==> src/rtl/program_sequencer.sv <==
`default_nettype none
// ============================================================================
// Module      : program_sequencer
// Description : PC, run-state (IDLE/RUN/DONE) and performance counters for
//               the 9-bit-instruction core.
// Revision    : 1.0 - initial release
// ============================================================================
module program_sequencer #(
   parameter int PC_W  = 10,
   parameter int OFF_W = 8,
   parameter int CNT_W = 16
) (
   input  logic              Clk,
   input  logic              Reset,
   input  logic              Start,
   input  logic              Halt,
   input  logic              Stall,
   input  logic              AbsBranch,
   input  logic              RelBranch,
   input  logic              BranchFlag,
   input  logic              BranchInvert,
   input  logic              Zero,
   input  logic              Negative,
   input  logic [PC_W-1:0]   Target,
   input  logic [OFF_W-1:0]  Offset,
   output logic [PC_W-1:0]   PC,
   output logic              Running,
   output logic              Done,
   output logic [CNT_W-1:0]  CycleCount,
   output logic [CNT_W-1:0]  BranchCount
);

   typedef enum logic [1:0] {
      S_IDLE = 2'd0,
      S_RUN  = 2'd1,
      S_DONE = 2'd2
   } state_t;

   localparam logic [CNT_W-1:0] c_cnt_max = '1;
   localparam logic [CNT_W-1:0] c_cnt_one = CNT_W'(1);
   localparam logic [PC_W-1:0]  c_pc_one  = PC_W'(1);

   state_t           r_state;
   logic             w_taken;
   logic [PC_W-1:0]  w_off_ext;
   logic [CNT_W-1:0] w_cycle_inc;
   logic [CNT_W-1:0] w_branch_inc;

   assign w_taken      = (BranchFlag ? Negative : Zero) ^ BranchInvert;
   assign w_off_ext    = PC_W'($signed(Offset));
   // Counters stick at all-ones rather than wrapping
   assign w_cycle_inc  = (CycleCount  == c_cnt_max) ? CycleCount  : CycleCount  + c_cnt_one;
   assign w_branch_inc = (BranchCount == c_cnt_max) ? BranchCount : BranchCount + c_cnt_one;

   always_ff @(posedge Clk) begin
      if (!Reset) begin
         r_state     <= S_IDLE;
         PC          <= '0;
         Running     <= 1'b0;
         Done        <= 1'b0;
         CycleCount  <= '0;
         BranchCount <= '0;
      end else begin
         case (r_state)
            S_IDLE: begin
               PC          <= '0;
               CycleCount  <= '0;
               BranchCount <= '0;
               if (Start) begin
                  r_state <= S_RUN;
                  Running <= 1'b1;
               end
            end
            S_RUN: begin
               CycleCount <= w_cycle_inc;
               if (Stall) begin
                  PC <= PC;
               end else if (Halt) begin
                  r_state <= S_DONE;
                  Running <= 1'b0;
                  Done    <= 1'b1;
               end else if (AbsBranch && w_taken) begin
                  PC          <= Target;
                  BranchCount <= w_branch_inc;
               end else if (RelBranch && w_taken) begin
                  PC          <= PC + w_off_ext;
                  BranchCount <= w_branch_inc;
               end else begin
                  PC <= PC + c_pc_one;
               end
            end
            S_DONE: begin
               // A restart clears the program state on the same edge
               if (Start) begin
                  r_state     <= S_RUN;
                  Running     <= 1'b1;
                  Done        <= 1'b0;
                  PC          <= '0;
                  CycleCount  <= '0;
                  BranchCount <= '0;
               end
            end
            default: begin
               r_state <= S_IDLE;
               Running <= 1'b0;
               Done    <= 1'b0;
            end
         endcase
      end
   end

endmodule
`default_nettype wire

==> config.mk <==
export PLATFORM = sky130hd
export DESIGN_NAME = program_sequencer
export DESIGN_NICKNAME = d
export VERILOG_FILES = /design/src/rtl/program_sequencer.sv
export SDC_FILE = /design/constraint.sdc
export NUM_CORES = 1
export LEC_CHECK = 0
export ABC_AREA = 1
export BUFFER_PORTS_ARGS = -buffer_cell sky130_fd_sc_hd__buf_2
export CAP_MARGIN = 10
export CORE_MARGIN = 2
export CORE_UTILIZATION = 40
export CTS_CLUSTER_SIZE = 8
export DETAILED_ROUTE_END_ITERATION = 8
export GPL_TIMING_DRIVEN = 1
export SLEW_MARGIN = 20
export SYNTH_ARGS = -nofsm -noshare
export SYNTH_HDL_FRONTEND = slang
export SYNTH_SLANG_ARGS = --single-unit
==> constraint.sdc <==
create_clock -name Clk -period 2.8 [get_ports Clk]
set_clock_uncertainty 0.15 [all_clocks]
set_input_delay 0.56 -clock Clk [delete_from_list [all_inputs] [get_ports Clk]]
set_output_delay 0.56 -clock Clk [all_outputs]
set_load 0.05 [all_outputs]
==> results of run 1 <==
## per-layer routing
| metal | global-route usage | vias to the layer above | wire [um] |
|---|---|---|---|
| met5 | 0 | - | 0 |
| met4 | 0.05100 | 0 | 103 |
| met3 | 0.02712 | 9 | 419 |
| met2 | 0.3339 | 87 | 3865 |
| met1 | 0.2760 | 1524 | 3944 |
| li1 | - | 1688 | - |
## state kept, by name, summed over array words and instances (netlist names)
register / count
BranchCount: 16
CycleCount: 16
PC: 10
r_state: 2
Done: 1
Running: 1
## worst min path at each step
stage / startpoint / end / slack, ps / cells past startpoint
after floorplan: r_state[0]$_SDFFE_PN0P_ / Running$_SDFFE_PN0P_ / 310 / 1
after global placement: PC[4]$_SDFFE_PN0P_ / PC[4]$_SDFFE_PN0P_ / 320 / 2
after detailed placement: r_state[0]$_SDFFE_PN0P_ / Running$_SDFFE_PN0P_ / 330 / 1
after CTS: r_state[0]$_SDFFE_PN0P_ / Running$_SDFFE_PN0P_ / 340 / 1
after global routing: PC[4]$_SDFFE_PN0P_ / PC[4]$_SDFFE_PN0P_ / 360 / 2
final: r_state[0]$_SDFFE_PN0P_ / Running$_SDFFE_PN0P_ / 330 / 1
## final cells by class
| class | instances | share of cell area |
|---|---|---|
| multi-input cells | 358 | 0.5209 |
| flip-flops and latches | 46 | 0.2504 |
| inverters | 57 | 0.05886 |
| clock inverters | 1 | 0.001361 |
| well taps | 102 | 0.03471 |
| clock buffers | 7 | 0.02348 |
| repair buffers | 78 | 0.1102 |
## power by group through the flow
| stage | clock network (mW) | registers, mW | logic (mW) |
|---|---|---|---|
| floorplan | 0 | 0.705 | 0.120 |
| global placement | 0 | 0.685 | 0.197 |
| detailed placement | 0 | 0.685 | 0.200 |
| CTS | 0.447 | 0.670 | 0.200 |
| global route | 0.477 | 0.671 | 0.223 |
| finish | 0.435 | 0.670 | 0.199 |
## timing repair
action	4_1_cts	5_1_grt
gates resized for setup	0	2
setup buffers	0	0
setup endpoints to repair	0	2
## cells in the mapped netlist (4+ instances only)
cell type / count
nand2_2: 5
nand3_1: 35
o21ai_0: 17
dfxtp_1: 46
nand4_1: 14
ha_1: 11
nand2_1: 120
nor3_1: 11
nand3_2: 4
inv_1: 52
a21oi_2: 8
xor2_1: 6
a21oi_1: 38
nor2_1: 49
o211ai_1: 4
xnor2_1: 5
## cells by family after synthesis
group           count (synthesis)
simple gates                  259
compound gates                 76
buf+inv                        66
flops                          46
fa+ha+maj                      12
xor+xnor                       11
## stage by stage
step / instance area [sq um] / hold slack [ps]
after floorplan: 3104 / 310.5
after global routing: 3677 / 359.7
after CTS: 3670 / 339.6
final: 3677 / 334.7
after global placement: 3578 / 322.5
after detailed placement: 3578 / 327.4
==> impl_metrics.py, run 1 <==
metrics = {
    "outcome": {
        "status": "finished, final reports clean",
    },
    "placed_design": {
        "globalplace.congestion": 0.9796,
        "dpl.hpwl_um": 6231,
        "portBuffers": 72,
        "place_ws_ps": -91.20,
        "place_inst": 641,
    },
    "power": {
        "power_frac_clock": 0.334,
        "power_frac_seq": 0.514,
        "ir_drop_mv": 0.2104,
        "pwr-share-comb": 0.153,
        "switchingPower_mw": 0.3824,
        "power.share.switching": 0.2934,
        "power_mw": 1.303,
        "pwr_density_cell_nw_per_um2": 354.4,
        "internal-power_mw": 0.9209,
        "total_leakage_power_nw": 1.564,
    },
    "logic_synthesis": {
        "yosysSeqAreaShare": 0.2967,
        "synth.area.top_cells": "dfxtp_1 (30%), nand2_1 (15%), inv_1 (6.3%), a21oi_1 (6.1%), nor2_1 (5.9%)",
        "synthAdderAreaFrac": 0.05079,
        "synthMuxAreaShare": 0,
        "synth_top_area_cell": "dfxtp_1",
        "yosysTopAreaCellShare": 0.2967,
        "yosysUniqueCellTypes": 40,
        "synth_warnings": 0,
        "synth_edf_count": 0,
        "syn_inst": 470,
        "synth-compound-area-share": 0.1415,
        "synth_nets": 511,
        "async_reset_ff_frac": 0,
        "synth-seq-cells": 46,
        "synth_xor_xnor_area_share": 0.03104,
        "synthSimpleGateAreaFrac": 0.3914,
        "syn_area_sq_um": 3104,
        "synth_top_family_by_area": "simple AND/OR/NAND/NOR gates",
        "synth_ff_type": "dfxtp_1",
        "avgSynthCellArea_sq_um": 6.605,
    },
    "setup_path": {
        "crit_path_cell_trace": "buf_2 -> inv_1 -> nand2_1 -> nand3_1 -> nand2_1 -> nand2_2 -> or2_2 -> ha_2 -> fa_1 -> nand3_1 -> nand3_2 -> nand2_1 -> nor2_1 -> nor2_1 -> nand2_1 -> nand3_1 -> nand2_1 -> a21oi_1",
        "r2r-end": "CycleCount[9]$_SDFFE_PN0P_",
        "crit_path_max_fanout": 3,
        "cp_top_family": "simple AND/OR/NAND/NOR gates",
        "r2r_cells": 9,
        "criticalPathCategory": "in2reg",
        "critPathCaptureType": "flip-flop",
        "setup.worst_path.start": "BranchFlag",
        "required_ps": 2880,
        "crit_arrival_ps": 2600,
        "worst-path-buf-inv": 2,
        "crit_path_max_incr_delay_ps": 380,
        "setup.worst_path.end": "PC[6]$_SDFFE_PN0P_",
        "startpoint_type": "input port",
        "r2r_slack_ps": 800,
        "worst_path_max_delay_cell": "fa_1",
        "rr_startpoint": "CycleCount[0]$_SDFFE_PN0P_",
        "path_depth": 18,
        "cp_common_cell": "nand2_1",
    },
    "finish": {
        "seq_area_sq_um": 920.9,
        "num-nets-final": 587,
        "layout_common_cells": "nand2_1 (120), buf_2 (72), inv_1 (52)",
        "multi_input_area_sq_um": 1916,
        "drive_gt1_frac": 0.2194,
        "nFillCells": 833,
        "stdcell_count": 649,
        "final_common_cell": "nand2_1",
        "post-route-util": 0.4834,
        "area_growth_pct": 18.46,
        "antenna_cells": 0,
    },
    "floorplanning": {
        "ios": 73,
        "die-area_sq_um": 8481,
        "fp.coreArea_sq_um": 7607,
        "die_height_um": 92.10,
        "die_w_um": 92.10,
        "num_rows": 32,
        "initial_utilization": 0.4081,
    },
    "global_routing": {
        "track_usage": 0.2012,
        "grt_pass1_wl_um": 13930,
        "antenna_found_initial": 0,
        "grt_pass1_vias": 2952,
        "grt_max_degree": 27,
        "grt-ovfl-total": 0,
    },
    "route": {
        "first_iter_violations": 134,
        "routed_wl_um": 8332,
        "vias": 3308,
        "ant_nets": 0,
        "wire_per_inst_um": 12.84,
        "first_pass_iters": 4,
        "drc_errors": 0,
        "viasPerCell": 5.097,
    },
    "clock_tree": {
        "clock_latency_ps": 300,
        "cts.path.max_buffers": 2,
        "cts_sinks": 46,
        "clockRootBuffer": "clkbuf_8",
        "h-tree-depth": 2,
        "path_clk_slew_ps": 90,
        "cts_tree": "yes",
        "cts_hold_buf": 0,
        "cts_buffers": 5,
    },
    "timing": {
        "slew_headroom": 0.7194,
        "worst_pin_slew_ps": 419.3,
        "setup_slack_ps": 286.3,
        "slew_viol_final": 0,
        "rsz0062_at_grt": "false",
        "finalHoldViolations": 0,
        "min_period_ps": 2514,
        "setup_tns_ps": 0,
        "min_period_over_period": 0.8978,
        "setup_viol": 0,
        "max_freq_mhz": 397.8,
    },
    "run": {
        "max_cap_violations": 0,
    },
    "hold_path": {
        "hold_path.class": "reg2reg",
    },
}
Power figures use the tool's default switching activity.
==> run 2, diff against run 1 <==
--- a/config.mk
+++ b/config.mk
@@ -10,9 +10,11 @@
 export CAP_MARGIN = 10
 export CORE_MARGIN = 2
 export CORE_UTILIZATION = 40
+export CTS_BUF_LIST = sky130_fd_sc_hd__clkbuf_16
 export CTS_CLUSTER_SIZE = 8
 export DETAILED_ROUTE_END_ITERATION = 8
 export GPL_TIMING_DRIVEN = 1
+export SETUP_SLACK_MARGIN = 0.3
 export SLEW_MARGIN = 20
 export SYNTH_ARGS = -nofsm -noshare
 export SYNTH_HDL_FRONTEND = slang
==> impl_metrics.py, run 2 (synthesized netlist as in run 1, its figures left out) <==
metrics = {
    "setup_path": {
        "crit_path_max_fanout": 3,
        "cp_common_cell": "nand3_2",
        "required_ps": 2810,
        "crit_path_cell_trace": "buf_12 -> inv_6 -> nand2_4 -> nand3_2 -> nand2_2 -> nand2_4 -> or2_4 -> ha_4 -> fa_2 -> nand3_2 -> nand3_2 -> nand2_1 -> nor2_2 -> o21bai_1 -> nand3_2 -> nand2_1 -> a21oi_1",
        "criticalPathCategory": "in2reg",
        "critPathCaptureType": "flip-flop",
        "crit_arrival_ps": 2530,
        "crit_path_max_incr_delay_ps": 400,
        "startpoint_type": "input port",
        "worst_path_max_delay_cell": "fa_2",
    },
    "finish": {
        "num-nets-final": 589,
        "drive_gt1_frac": 0.2605,
        "layout_common_cells": "nand2_1 (114), buf_2 (68), inv_1 (48)",
        "antenna_cells": 0,
        "post-route-util": 0.5215,
        "stdcell_count": 651,
        "area_growth_pct": 27.81,
        "reg.largest.list": "BranchCount: 16 flops, CycleCount: 16 flops, PC: 10 flops",
        "final_area_sq_um": 3968,
        "final_common_cell": "nand2_1",
    },
    "floorplanning": {
        "die-area_sq_um": 8481,
        "die_w_um": 92.10,
        "initial_utilization": 0.4081,
        "num_rows": 32,
        "fp.coreArea_sq_um": 7607,
        "ios": 73,
        "die_height_um": 92.10,
    },
    "route": {
        "routed_wl_um": 8660,
        "viasPerCell": 5.068,
        "ant_nets": 0,
        "first_iter_violations": 157,
        "drc_errors": 0,
        "first_pass_iters": 4,
        "wire_per_inst_um": 13.30,
        "vias": 3299,
    },
    "power": {
        "internal-power_mw": 1.252,
        "power.share.switching": 0.2563,
        "power_frac_seq": 0.398,
        "power_frac_clock": 0.466,
        "pwr_density_cell_nw_per_um2": 424.2,
        "ir_drop_mv": 0.3147,
        "total_leakage_power_nw": 1.663,
        "power_mw": 1.683,
        "switchingPower_mw": 0.4314,
        "pwr-share-comb": 0.136,
    },
    "clock_tree": {
        "clock_latency_ps": 290,
        "path_clk_slew_ps": 70,
        "clockRootBuffer": "clkbuf_16",
        "cts_sinks": 46,
        "cts_buffers": 5,
        "cts.path.max_buffers": 2,
        "h-tree-depth": 2,
        "cts_tree": "yes",
        "cts_hold_buf": 0,
    },
    "placed_design": {
        "place_ws_ps": 34.57,
        "place_inst": 638,
        "globalplace.congestion": 0.9015,
        "placed_cell_area_sq_um": 3578,
        "portBuffers": 72,
        "dpl.hpwl_um": 6264,
    },
    "run": {
        "max_cap_violations": 0,
    },
    "global_routing": {
        "grt_pass1_vias": 3098,
        "grt-ovfl-total": 0,
        "grt_pass1_wl_um": 14260,
        "track_usage": 0.2035,
        "grt_max_degree": 23,
        "antenna_found_initial": 0,
    },
    "hold_path": {
        "hold_path.class": "reg2reg",
    },
    "timing": {
        "setup_viol": 0,
        "slew_viol_final": 0,
        "min_period_ps": 2522,
        "rsz0062_at_grt": "true",
        "whs_ps": 333.5,
        "worst_pin_slew_ps": 434.5,
        "slew_headroom": 0.7092,
        "min_period_over_period": 0.9006,
        "setup_slack_ps": 278.2,
        "setup_tns_ps": 0,
        "finalHoldViolations": 0,
        "max_freq_mhz": 396.5,
    },
    "outcome": {
        "status": "finished, final reports clean",
    },
}
## run 2: cell types whose count changed in the layout (fill, tap and decap cells not counted), moves of 3 or more
cell and change:
buf_2 -4, clkbuf_16 +5, clkbuf_8 -6, ha_4 +3, inv_1 -4, nand2_1 -6
nand2_4 +4, nand3_1 -4, nand3_2 +4
## run 2: worst max-delay path: cells and delay by family
kind | cells | cell delay (ps)
buffers and inverters | 2 | 130
AOI/OAI and AO/OA | 2 | 220
and+or+nand+nor | 11 | 1040
adders and majority gates | 2 | 570
## run 2: worst paths after layout
kind,startpoint,end,slack [ps],depth (start not counted)
max,BranchFlag,PC[6]$_SDFFE_PN0P_,280,17
max reg2reg,BranchCount[0]$_SDFFE_PN0P_,BranchCount[6]$_SDFFE_PN0P_,810,9
min,PC[6]$_SDFFE_PN0P_,PC[6]$_SDFFE_PN0P_,330,2
min reg2reg,PC[6]$_SDFFE_PN0P_,PC[6]$_SDFFE_PN0P_,330,2
## run 2: routing by layer
metal  track usage  share of wire
met2        0.3444           0.47
met5             0              0
met4       0.05348         0.0097
met1        0.2663           0.46
met3       0.03780          0.057
## run 2: cell type report
cell class | instances | area [sq um]
Inverter | 57 | 224.0
Multi-Input combinational cell | 358 | 2027
Clock buffer | 5 | 125.1
Tap cell | 102 | 127.6
Fill cell | 806 | 3640
Sequential cell | 46 | 920.9
Clock inverter | 3 | 68.82
Timing Repair Buffer | 80 | 474.2
## run 2: power by group through the flow
stage	clock [mW]	combinational, mW	sequential (mW)
CTS	0.804	0.200	0.669
global placement	0	0.197	0.684
detailed placement	0	0.199	0.685
finish	0.785	0.228	0.670
floorplan	0	0.122	0.705
global route	0.827	0.252	0.671
## run 2: timing repair
action / in CTS / in global routing
resized for setup: 0 / 40
setup buffers: 0 / 5
endpoints found under the setup margin: 0 / 6
